<file path="config.mk">
export PLATFORM = sky130hd
export DESIGN_NAME = booth_radix4_mult
export DESIGN_NICKNAME = d
export VERILOG_FILES = /design/src/rtl/booth_radix4_mult.sv
export SDC_FILE = /design/constraint.sdc
export NUM_CORES = 1
export LEC_CHECK = 0
export ABC_CLOCK_PERIOD_IN_PS = 8760
export BUFFER_PORTS_ARGS = -buffer_cell sky130_fd_sc_hd__buf_2
export CORE_MARGIN = 5
export CORE_UTILIZATION = 60
export DETAILED_ROUTE_END_ITERATION = 10
export GPL_TIMING_DRIVEN = 0
export PLACE_DENSITY = 0.93
export SLEW_MARGIN = 20
export SYNTH_ARGS = -nofsm -noshare
export SYNTH_HDL_FRONTEND = slang
export SYNTH_SLANG_ARGS = --single-unit
</file>
<file path="constraint.sdc">
create_clock -name clk -period 8.76 [get_ports clk]
set_input_delay 1.314 -clock clk [delete_from_list [all_inputs] [get_ports clk]]
set_output_delay 1.314 -clock clk [all_outputs]
set_load 0.005 [all_outputs]
</file>
<file path="src/rtl/booth_radix4_mult.sv">
// booth_radix4_mult: sequential radix-4 Booth multiplier with signed/unsigned mode and start/valid/busy handshake
module booth_radix4_mult #(
    parameter int WIDTH = 8
) (
    input  logic               clk,
    input  logic               reset,
    input  logic               start,
    input  logic               is_signed,
    input  logic [WIDTH-1:0]   M,
    input  logic [WIDTH-1:0]   Q,
    output logic [2*WIDTH-1:0] Y,
    output logic               valid,
    output logic               busy
);
    localparam int N  = (WIDTH + 2) / 2;
    localparam int CW = $clog2(N);

    typedef enum logic [1:0] {IDLE, CALC, DONE} state_t;

    state_t              state, state_d;
    logic [WIDTH+1:0]    m, q;
    logic [WIDTH+2:0]    acc, dm, sum;
    logic                qm1;
    logic [CW-1:0]       count;
    logic [2:0]          trip;
    logic [2*WIDTH+5:0]  shifted;

    if (WIDTH % 2 != 0 || WIDTH < 4) begin : g_bad_width
        $error("booth_radix4_mult: WIDTH must be even and >= 4");
    end

    // Recode the current triplet, add the digit to the upper half, then shift the whole register by two
    always_comb begin
        trip    = {q[1:0], qm1};
        dm      = (trip == 3'b011 || trip == 3'b100) ? {m, 1'b0} : {m[WIDTH+1], m};
        sum     = acc + ((trip == 3'b000 || trip == 3'b111) ? '0 : trip[2] ? -dm : dm);
        shifted = $signed({sum, q, qm1}) >>> 2;
    end

    // Next-state logic: accept in IDLE, iterate N times in CALC, retire in DONE
    always_comb begin
        state_d = state == IDLE ? (start ? CALC : IDLE)
                : state == CALC ? (count == CW'(N - 1) ? DONE : CALC)
                : IDLE;
    end

    // State register, datapath and registered handshake outputs
    always_ff @(posedge clk or negedge reset) begin
        if (!reset) begin
            state <= IDLE;
            m     <= '0;
            q     <= '0;
            acc   <= '0;
            qm1   <= 1'b0;
            count <= '0;
            Y     <= '0;
            valid <= 1'b0;
            busy  <= 1'b0;
        end else begin
            state <= state_d;
            valid <= 1'b0;
            case (state)
                IDLE: if (start) begin
                    m     <= is_signed ? {{2{M[WIDTH-1]}}, M} : {2'b00, M};
                    q     <= is_signed ? {{2{Q[WIDTH-1]}}, Q} : {2'b00, Q};
                    acc   <= '0;
                    qm1   <= 1'b0;
                    count <= '0;
                    busy  <= 1'b1;
                end
                CALC: begin
                    acc   <= shifted[2*WIDTH+5:WIDTH+3];
                    q     <= shifted[WIDTH+2:1];
                    qm1   <= shifted[0];
                    count <= count + 1'b1;
                end
                DONE: begin
                    Y     <= {acc[WIDTH-3:0], q};
                    valid <= 1'b1;
                    busy  <= 1'b0;
                end
                default: ;
            endcase
        end
    end
endmodule

</file>
==> run_results.csv, run 1 <==
group,metric,value,unit
critical_path,worstSetupStartpointType,"flip-flop",
grt,grt_pass1_vias,2809,
critical_path,crit_chain,"buf_6 -> clkbuf_1 -> nand2_1 -> o21ai_0 -> mux2i_1 -> ha_1 -> nor2b_1 -> nand4_1 -> mux2i_1 -> nor2_1 -> a311oi_1 -> a21oi_1 -> ha_1 -> or4_1 -> o21ai_1 -> nand2_1 -> mux2_2 -> nand3_1",
layout,final_common_cell,"dfrtp_1",
clocking,holdBufCountCts,0,
sta,clock-skew-final,0.008959,ns
placed_design,routabilityCongestion,0.9344,
job,drv_cap,0,
clocking,cts_root_buf,"clkbuf_8",
clocking,clkSinkCount,52,
critical_path,crit_required,8.96,ns
layout,fill_cells,419,
drt,drc,0,
clocking,clockBufferDepth,2,
synthesis,yosys_warnings,0,
floorplan,die_h,83.10,um
drt,routedWlPerCell,17.57,um
sta,finalSetupViolCount,0,
drt,maxUsedRoutingLayer,"met4",
floorplan,core-area,0.005140,mm2
synthesis,synth_edf_count,0,
synthesis,yosys.area.top_type,"dfrtp_1",
grt,antenna_found_initial,0,
synthesis,synth_area_leaders,"dfrtp_1 41%, mux2_2 8.4%, nand2_1 5.6%, ha_1 5.1%, a21oi_1 3.6%",
floorplan,num_rows,26,
drt,dr_total_vias,2801,
critical_path,worst-setup-path-type,"flip-flop to flip-flop",
synthesis,synth_area,0.003206,mm2
sta,worst_pin_slew,0.6616,ns
sta,period_needed,4.300,ns
layout,areaGrowthSynthToFinish,11.36,%
clocking,cts_resized,0,
grt,overflow,0,
clocking,clkTransAtPathRegs,0.10,ns
critical_path,max_stage_delay,0.51,ns
placed_design,portBuffers,37,
grt,grt_max_degree,53,
drt,drt_iter0_markers,170,
synthesis,synth_cells,339,
floorplan,start_util,0.6237,
grt,grt_pass1_wl,13.18,mm
critical_path,cp_num_buf_inv,2,
outcome,status,"complete, no violations",
sta,relSlewSlack,0.5589,
clocking,cts_tree,"built",
hold_path,min_path_type,"flip-flop to flip-flop",
clocking,post_cts_buffers,0,
synthesis,yosys.area.top_type_share,0.4059,
drt,antenna_violating_nets_post_route,0,
synthesis,ys_seq_elements,52,
sta,final_hold_viol_count,0,
sta,fmax,0.2326,GHz
critical_path,crit_path_end_kind,"flip-flop",
critical_path,cp.arrival,4.50,ns
synthesis,avgSynthCellArea,9.456,um2
drt,first_pass_iters,6,
layout,drive_gt1_frac,0.2135,
drt,wirelength,7.978,mm
synthesis,async_reset_ff_frac,1.000,
floorplan,ios,38,
sta,post-route-period-util,0.4909,
synthesis,synth_fp_nets,373,
floorplan,die_x,83.10,um
clocking,clk_latency,0.32,ns
layout,diodes,0,
drt,wl_met1,3.246,mm
drt,wl_met3,467,um
critical_path,cp_max_fo,10,
clocking,cts_max_level,2,
sta,hold_slack,0.4904,ns
sta,setup_tns,0,ns
clocking,cts_buffers,5,
critical_path,slowest_stage,"or4_1",
placed_design,dp_hpwl,5.830,mm
sta,maxSlewViolCount,0,
floorplan,die_area,0.006905,mm2
layout,fin_nets,417,
layout,mostFrequentLayoutCells,"52 x dfrtp_1, 48 x nand2_1, 41 x buf_2",
critical_path,critical_path.top_delay_family,"simple AND/OR/NAND/NOR gates",
grt,grt_usage,0.2336,
sta,rsz0062_at_grt,"no",
drt,viasPerCell,6.170,
synthesis,yosys_most_used_dff,"dfrtp_1",
synthesis,yosys.cell_types.count,55,
synthesis,synth_seq_area_share,0.4059,
drt,routed-wl-met2,3.967,mm
## worst paths after layout
kind,startpoint,to,slack (ns),cells after the start
worst min register to register,count[2],count[2],0.49,1
worst max-delay path,q[1],acc[9],4.46,18
worst min-delay path,count[2],count[2],0.49,1
max in group asynchronous,reset,Y[15],7.30,1
worst max register to register,q[1],acc[9],4.46,18
min in group asynchronous,reset,busy,1.03,1
## flip-flops by register name, summed over array words and instances, names as in the netlist
name and cells:
count 3, acc 9, qm1 1, busy 1, Y 16, valid 1, m 9, q 10
state 2
## cells by family after synthesis
kind of cell,share of synthesized area
simple gates,0.1694
compound gates,0.1671
flops,0.4059
mux,0.1155
buf+inv,0.04410
xor+xnor,0.04098
fa+ha+maj,0.05699
## layout make-up
cell class | count | area [um2] | share of cell area
buffer | 21 | 100.1 | 0.02804
sequential | 52 | 1301 | 0.3645
clock buffer | 6 | 72.57 | 0.02033
clock inverter | 2 | 16.27 | 0.004557
multi-input combinational | 255 | 1763 | 0.4939
timing repair buffer | 37 | 187.7 | 0.05258
tap | 70 | 87.58 | 0.02454
inverter | 11 | 41.29 | 0.01157
## metal layers
layer / GRT usage / vias up
met5: 0 / -
met4: 0.09955 / 0
met3: 0.04851 / 33
met2: 0.4045 / 116
met1: 0.2803 / 1354
li1: - / 1298
## worst reg2reg max path, stage by stage, from the launching register on
cell and delay, ns:
dfrtp_1 0.36, buf_6 0.14, clkbuf_1 0.33, nand2_1 0.17
o21ai_0 0.18, mux2i_1 0.23, ha_1 0.22, nor2b_1 0.27
nand4_1 0.26, mux2i_1 0.20, nor2_1 0.07, a311oi_1 0.24
a21oi_1 0.08, ha_1 0.24, or4_1 0.51, o21ai_1 0.25
nand2_1 0.12, mux2_2 0.24, nand3_1 0.07
## metrics by stage
step | setup WS (ns) | cells | area (um2) | utilization
finish | 4.460 | 454 | 3570 | 0.6945
global route | 4.179 | 454 | 3570 | 0.6945
CTS | 4.513 | 454 | 3567 | 0.6940
detailed placement | 4.547 | 446 | 3478 | 0.6767
global placement | 4.690 | 446 | 3478 | 0.6767
floorplan | 5.142 | 339 | 3206 | -
## synth_stat cells, types with 2 or more instances
master,n
mux2_2,24
nand3_1,7
o21ai_0,13
a21oi_1,23
a31oi_1,3
xor2_1,6
buf_2,5
nand2b_1,5
clkbuf_1,13
o22ai_1,7
o31a_1,2
inv_1,10
nor2_1,20
nor3b_1,2
buf_6,2
o211ai_1,4
a211oi_1,2
a22oi_1,6
o21ai_1,6
mux2i_1,10
nor2b_1,3
and3_1,3
o21a_1,2
a311oi_1,3
ha_1,13
or3_1,3
nand2_1,48
xnor2_1,9
and4_1,2
nor3_1,5
dfrtp_1,52
a21o_1,3
Power of run 1 is not shown: default switching activity piles up to over one toggle a cycle in this logic, so the estimate is an artifact.
==> run 2: changes to the inputs <==
ABC_AREA = 1   (was default)
ABC_CLOCK_PERIOD_IN_PS = 4450   (was 8760)
CORE_UTILIZATION = 58   (was 60)
PLACE_DENSITY = 0.91   (was 0.93)
clock period = 4.45 ns   (was 8.76 ns; I/O delays follow)
==> run 2 against run 1 <==
Effect of this change: global-route usage shrank 0.79 points; first-iteration DRC count increased by 27%; synthesized area fell by 7.0%; final cell count increased by 5.9%; utilization is 3.2 points lower; clock skew fell by 0.00087 ns; critical endpoint is now acc[5].
==> run_results.csv, run 2 <==
group,metric,value,unit
outcome,status,"complete, no violations",
sta,post-route-period-util,0.7429,
sta,setup_tns,0,ns
sta,period_needed,3.306,ns
layout,final_cells,481,
clocking,cts_root_buf,"clkbuf_8",
drt,antenna_violating_nets_post_route,0,
synthesis,synth_fp_nets,400,
synthesis,ys_seq_elements,52,
grt,grt_pass1_wl,11.63,mm
floorplan,core-area,0.005042,mm2
clocking,post_cts_buffers,0,
critical_path,crit_start,"qm1",
critical_path,worst-setup-path-type,"flip-flop to flip-flop",
synthesis,yosys-top-cells-count,"78 x nand2_1, 52 x dfrtp_1, 46 x inv_1",
clocking,clk_latency,0.31,ns
critical_path,crit_chain,"nor2_2 -> nand2_4 -> nand2_8 -> nand2_1 -> o21ai_0 -> ha_1 -> nand3_2 -> nor2_4 -> nor3_1 -> nor3_1 -> ha_1 -> a21oi_1 -> o21ai_0 -> a21oi_1 -> nor2_1 -> o22ai_1 -> xor2_1 -> o21ai_0",
synthesis,synth_edf_count,0,
sta,finalSetupViolCount,0,
drt,viasPerCell,5.624,
critical_path,reg2reg_to,"acc[5]",
layout,mostFrequentLayoutCells,"78 x nand2_1, 52 x dfrtp_1, 46 x inv_1",
clocking,cts_buffers,5,
sta,final_hold_viol_count,0,
sta,relSlewSlack,0.5556,
synthesis,yosys.area.top_type_share,0.4366,
layout,largest-register,"Y",
placed_design,place_area,0.003253,mm2
layout,final_common_cell,"nand2_1",
critical_path,max_stage_delay,0.47,ns
critical_path,crit_required,4.63,ns
sta,fmax,0.3025,GHz
critical_path,r2r_cells,18,
floorplan,die_h,81.69,um
clocking,clkTransAtPathRegs,0.10,ns
floorplan,die_area,0.006672,mm2
synthesis,yosys_warnings,0,
critical_path,cp.arrival,3.49,ns
synthesis,avgSynthCellArea,8.143,um2
drt,first_pass_iters,5,
critical_path,rrSetupSlack,1.14,ns
placed_design,placed_cells,473,
floorplan,num_rows,26,
clocking,cts_max_level,2,
synthesis,async_reset_ff_frac,1.000,
layout,fin_nets,444,
synthesis,synth_area,0.002980,mm2
grt,grt_pass1_vias,2563,
placed_design,dp_hpwl,5.086,mm
layout,reg.largest.list,"Y (16), q (10)",
critical_path,crit_path_end_kind,"flip-flop",
grt,grt_usage,0.2257,
layout,final_util,0.6628,
synthesis,yosys_most_used_dff,"dfrtp_1",
sta,rsz0062_at_grt,"no",
synthesis,synth_cells,366,
critical_path,cp_num_cells,18,
clocking,cts_resized,0,
job,drv_cap,0,
critical_path,r2r-start,"qm1",
drt,wirelength,6.900,mm
hold_path,min_path_type,"primary input to async pin",
sta,maxSlewViolCount,0,
drt,dr_total_vias,2705,
grt,grt_max_degree,53,
drt,drc,0,
drt,routedWlPerCell,14.35,um
critical_path,cp_max_fo,10,
critical_path,crit_path_frequent_cell,"o21ai_0",
critical_path,endpoint,"acc[5]",
layout,diodes,0,
placed_design,routabilityCongestion,0.9156,
sta,clock-skew-final,0.008093,ns
synthesis,synth_area_leaders,"dfrtp_1 44%, nand2_1 9.8%, o21ai_0 6.9%, inv_1 5.8%, ha_1 5.5%",
grt,antenna_found_initial,0,
synthesis,yosys.cell_types.count,33,
critical_path,critical_path.top_delay_family,"simple AND/OR/NAND/NOR gates",
layout,drive_gt1_frac,0.1703,
layout,areaGrowthSynthToFinish,12.13,%
critical_path,slowest_stage,"dfrtp_1",
critical_path,worstSetupStartpointType,"flip-flop",
placed_design,portBuffers,37,
synthesis,yosys.area.top_type,"dfrtp_1",
critical_path,cp_num_buf_inv,0,
synthesis,synth_seq_area_share,0.4366,
drt,drt_iter0_markers,216,
clocking,cts_tree,"built",
grt,overflow,0,
layout,final_cell_area,0.003342,mm2
clocking,clockBufferDepth,2,
sta,worst_pin_slew,0.6667,ns
clocking,holdBufCountCts,0,
clocking,clkSinkCount,52,
layout,largest_register_ffs,16,
floorplan,ios,38,
synthesis,synth_most_common_cell,"nand2_1",
floorplan,die_x,81.69,um
floorplan,start_util,0.5911,
[run 2: area by class of cell]
class	count	area (um2)
Timing Repair Buffer	37	187.7
Sequential cell	52	1301
Clock buffer	6	72.57
Inverter	47	176.4
Clock inverter	2	13.76
Tap cell	70	87.58
Multi-Input combinational cell	256	1456
Fill cell	421	1700
Buffer	11	46.29
[run 2: metrics by stage]
step | hold slack (ns) | worst slack [ns]
2_1_floorplan | 0.3719 | 1.624
3_3_place_gp | 0.4545 | 1.292
3_5_place_dp | 0.4686 | 1.221
4_1_cts | 0.4919 | 1.173
5_1_grt | 0.4472 | 0.8081
6_report | 0.3812 | 1.144
[run 2: kinds of logic (layout without fill, tap and decap cells)]
family	after synthesis	after routing	share of synthesized area
buffers and inverters	58	103	0.07473
and+or+nand+nor	151	151	0.2460
DFF	52	52	0.4366
adders and majority gates	14	14	0.06129
xor gates and xnor gates	3	3	0.008818
AOI/OAI and AO/OA	88	88	0.1725
[run 2: worst min-delay path by stage]
stage | from | to | slack [ns] | depth (start not counted)
after floorplan | reset | Y[0] | 0.37 | 0
after global placement | Y[15] | Y[15] | 0.45 | 2
after detailed placement | Y[5] | Y[5] | 0.47 | 2
after CTS | Y[5] | Y[5] | 0.49 | 2
after global routing | reset | acc[0] | 0.45 | 1
final | reset | count[0] | 0.38 | 1
[run 2: layer usage]
layer,track usage,vias up,part of all wire
li1,-,1308,-
met1,0.2835,1278,0.44
met2,0.3909,99,0.48
met3,0.03399,20,0.053
met4,0.08804,0,0.023
met5,0,-,0
Power of run 2 is left out for the same reason.
==> run 3: changes to the inputs <==
ABC_CLOCK_PERIOD_IN_PS = 3330   (was 4450)
clock period = 3.33 ns   (was 4.45 ns; I/O delays follow)
==> run 3 against run 2 <==
Effect of this change: critical path depth increased by 2; hold slack got worse by 0.18 ns; register-to-register slack got worse by 0.96 ns; fmax increased by 5.0%; utilization increased by 2.5 points; final cell count increased by 1.9%; via count increased by 0.63%; global-route usage unchanged; highest routed layer unchanged; die area unchanged; first-iteration DRC count increased by 11%; flip-flop and latch count unchanged; cell area increased by 3.7%.
==> run_results.csv, run 3 (same netlist as run 2, synthesis figures left out) <==
group,metric,value,unit
placed_design,placed_cells,473,
sta,maxSlewViolCount,0,
drt,first_pass_iters,6,
floorplan,die_h,81.69,um
placed_design,routabilityCongestion,0.9156,
critical_path,crit_start,"q[0]",
layout,reg.largest.list,"Y (16), q (10)",
drt,viasPerCell,5.555,
floorplan,ios,38,
critical_path,crit_required,3.58,ns
drt,drc,0,
clocking,cts_buffers,5,
layout,mostFrequentLayoutCells,"77 x nand2_1, 50 x dfrtp_1, 45 x inv_1",
grt,grt_pass1_vias,2563,
sta,worst_pin_slew,0.6464,ns
drt,routedWlPerCell,14.29,um
layout,largest_register_ffs,16,
drt,wirelength,7.000,mm
layout,diodes,0,
critical_path,r2r-start,"q[0]",
job,drv_cap,0,
layout,fill_cells,403,
floorplan,die_area,0.006672,mm2
sta,period_needed,3.148,ns
placed_design,dp_hpwl,5.086,mm
floorplan,core-area,0.005042,mm2
grt,antenna_found_initial,0,
clocking,clkTransAtPathRegs,0.10,ns
clocking,cts_max_level,2,
clocking,holdBufCountCts,0,
sta,setup_slack,0.1815,ns
critical_path,cp.arrival,3.40,ns
sta,clock-skew-final,0.004074,ns
layout,areaGrowthSynthToFinish,16.33,%
layout,largest-register,"Y",
sta,finalSetupViolCount,0,
floorplan,start_util,0.5911,
clocking,clk_latency,0.31,ns
critical_path,cp_max_fo,9,
clocking,cts_root_buf,"clkbuf_8",
clocking,cts_tree,"built",
drt,dr_total_vias,2722,
clocking,clkSinkCount,52,
layout,regArea,0.001304,mm2
grt,grt_usage,0.2257,
layout,drive_gt1_frac,0.2167,
sta,relSlewSlack,0.5691,
hold_path,min_path_type,"primary input to async pin",
critical_path,worst-setup-path-type,"flip-flop to flip-flop",
floorplan,num_rows,26,
sta,fmax,0.3176,GHz
layout,fin_nets,453,
sta,post-route-period-util,0.9455,
drt,drt_iter0_markers,240,
outcome,status,"complete, no violations",
placed_design,portBuffers,37,
grt,grt_max_degree,53,
grt,overflow,0,
floorplan,die_x,81.69,um
layout,multiInputGateArea,0.001511,mm2
critical_path,crit_path_end_kind,"flip-flop",
drt,antenna_violating_nets_post_route,0,
placed_design,post-place-ws,0.1015,ns
sta,final_hold_viol_count,0,
clocking,clockBufferDepth,2,
critical_path,worstSetupStartpointType,"flip-flop",
layout,final_cells,490,
layout,final_common_cell,"nand2_1",
grt,grt_pass1_wl,11.63,mm
-- run 3: cell count changes in the layout (fill, tap and decap cells not counted), sizes merged --
cell / before / now
buf: 39 / 48
-- run 3: path summary, 6_finish.rpt --
| path | end | slack, ns | cells past startpoint |
|---|---|---|---|
| min in group clk | m[2] | 0.38 | 3 |
| worst max register to register | acc[9] | 0.18 | 20 |
| worst min register to register | Y[11] | 0.49 | 2 |
| worst min-delay path | count[0] | 0.20 | 1 |
| max in group asynchronous | q[0] | 2.66 | 1 |
| worst max-delay path | acc[9] | 0.18 | 20 |
-- run 3: final cells by class --
type,instances,share of cell area
clock buffers,6,0.02093
repair buffers,46,0.07362
clock inverters,2,0.003970
inverters,47,0.05088
plain buffers,11,0.01335
well taps,70,0.02526
flip-flops and latches,52,0.3760
multi-input cells,256,0.4359
-- run 3: per-stage QoR --
step	hold slack, ns	instance area [um2]	TNS (ns)	utilization
after floorplan	0.2039	2980	0	-
after detailed placement	0.4686	3253	0	0.6452
final	0.2037	3467	0	0.6876
after global routing	0.2723	3467	-0.03858	0.6876
after CTS	0.3827	3339	0	0.6623
after global placement	0.4545	3253	0	0.6452
-- run 3: worst max-delay path: stages, from the launching register on --
cell     delay, ns
dfrtp_2       0.48
nor2_4        0.15
nand2_4       0.10
nand2_8       0.12
nand2_1       0.08
o21ai_2       0.08
ha_2          0.24
nand3_4       0.10
nor3_2        0.22
nor3_1        0.07
nor3_1        0.28
ha_1          0.31
inv_1         0.19
nor3_4        0.07
nand2_1       0.06
nand2_1       0.06
a31oi_2       0.18
inv_1         0.07
nand3_1       0.08
nand3_1       0.07
nand2_1       0.06
-- run 3: repair_timing --
item | in CTS | in global routing
resized for setup | 0 | 18
setup buffers | 0 | 9
endpoints found under the setup margin | 0 | 4
-- run 3: metal layers --
metal	GRT usage	wire, um	up-vias	share of wire
met1	0.2835	3072	1275	0.44
met4	0.08804	189	0	0.027
met2	0.3909	3327	97	0.48
li1	-	-	1329	-
met3	0.03399	411	21	0.059
met5	0	0	-	0
Power of run 3 is left out for the same reason.
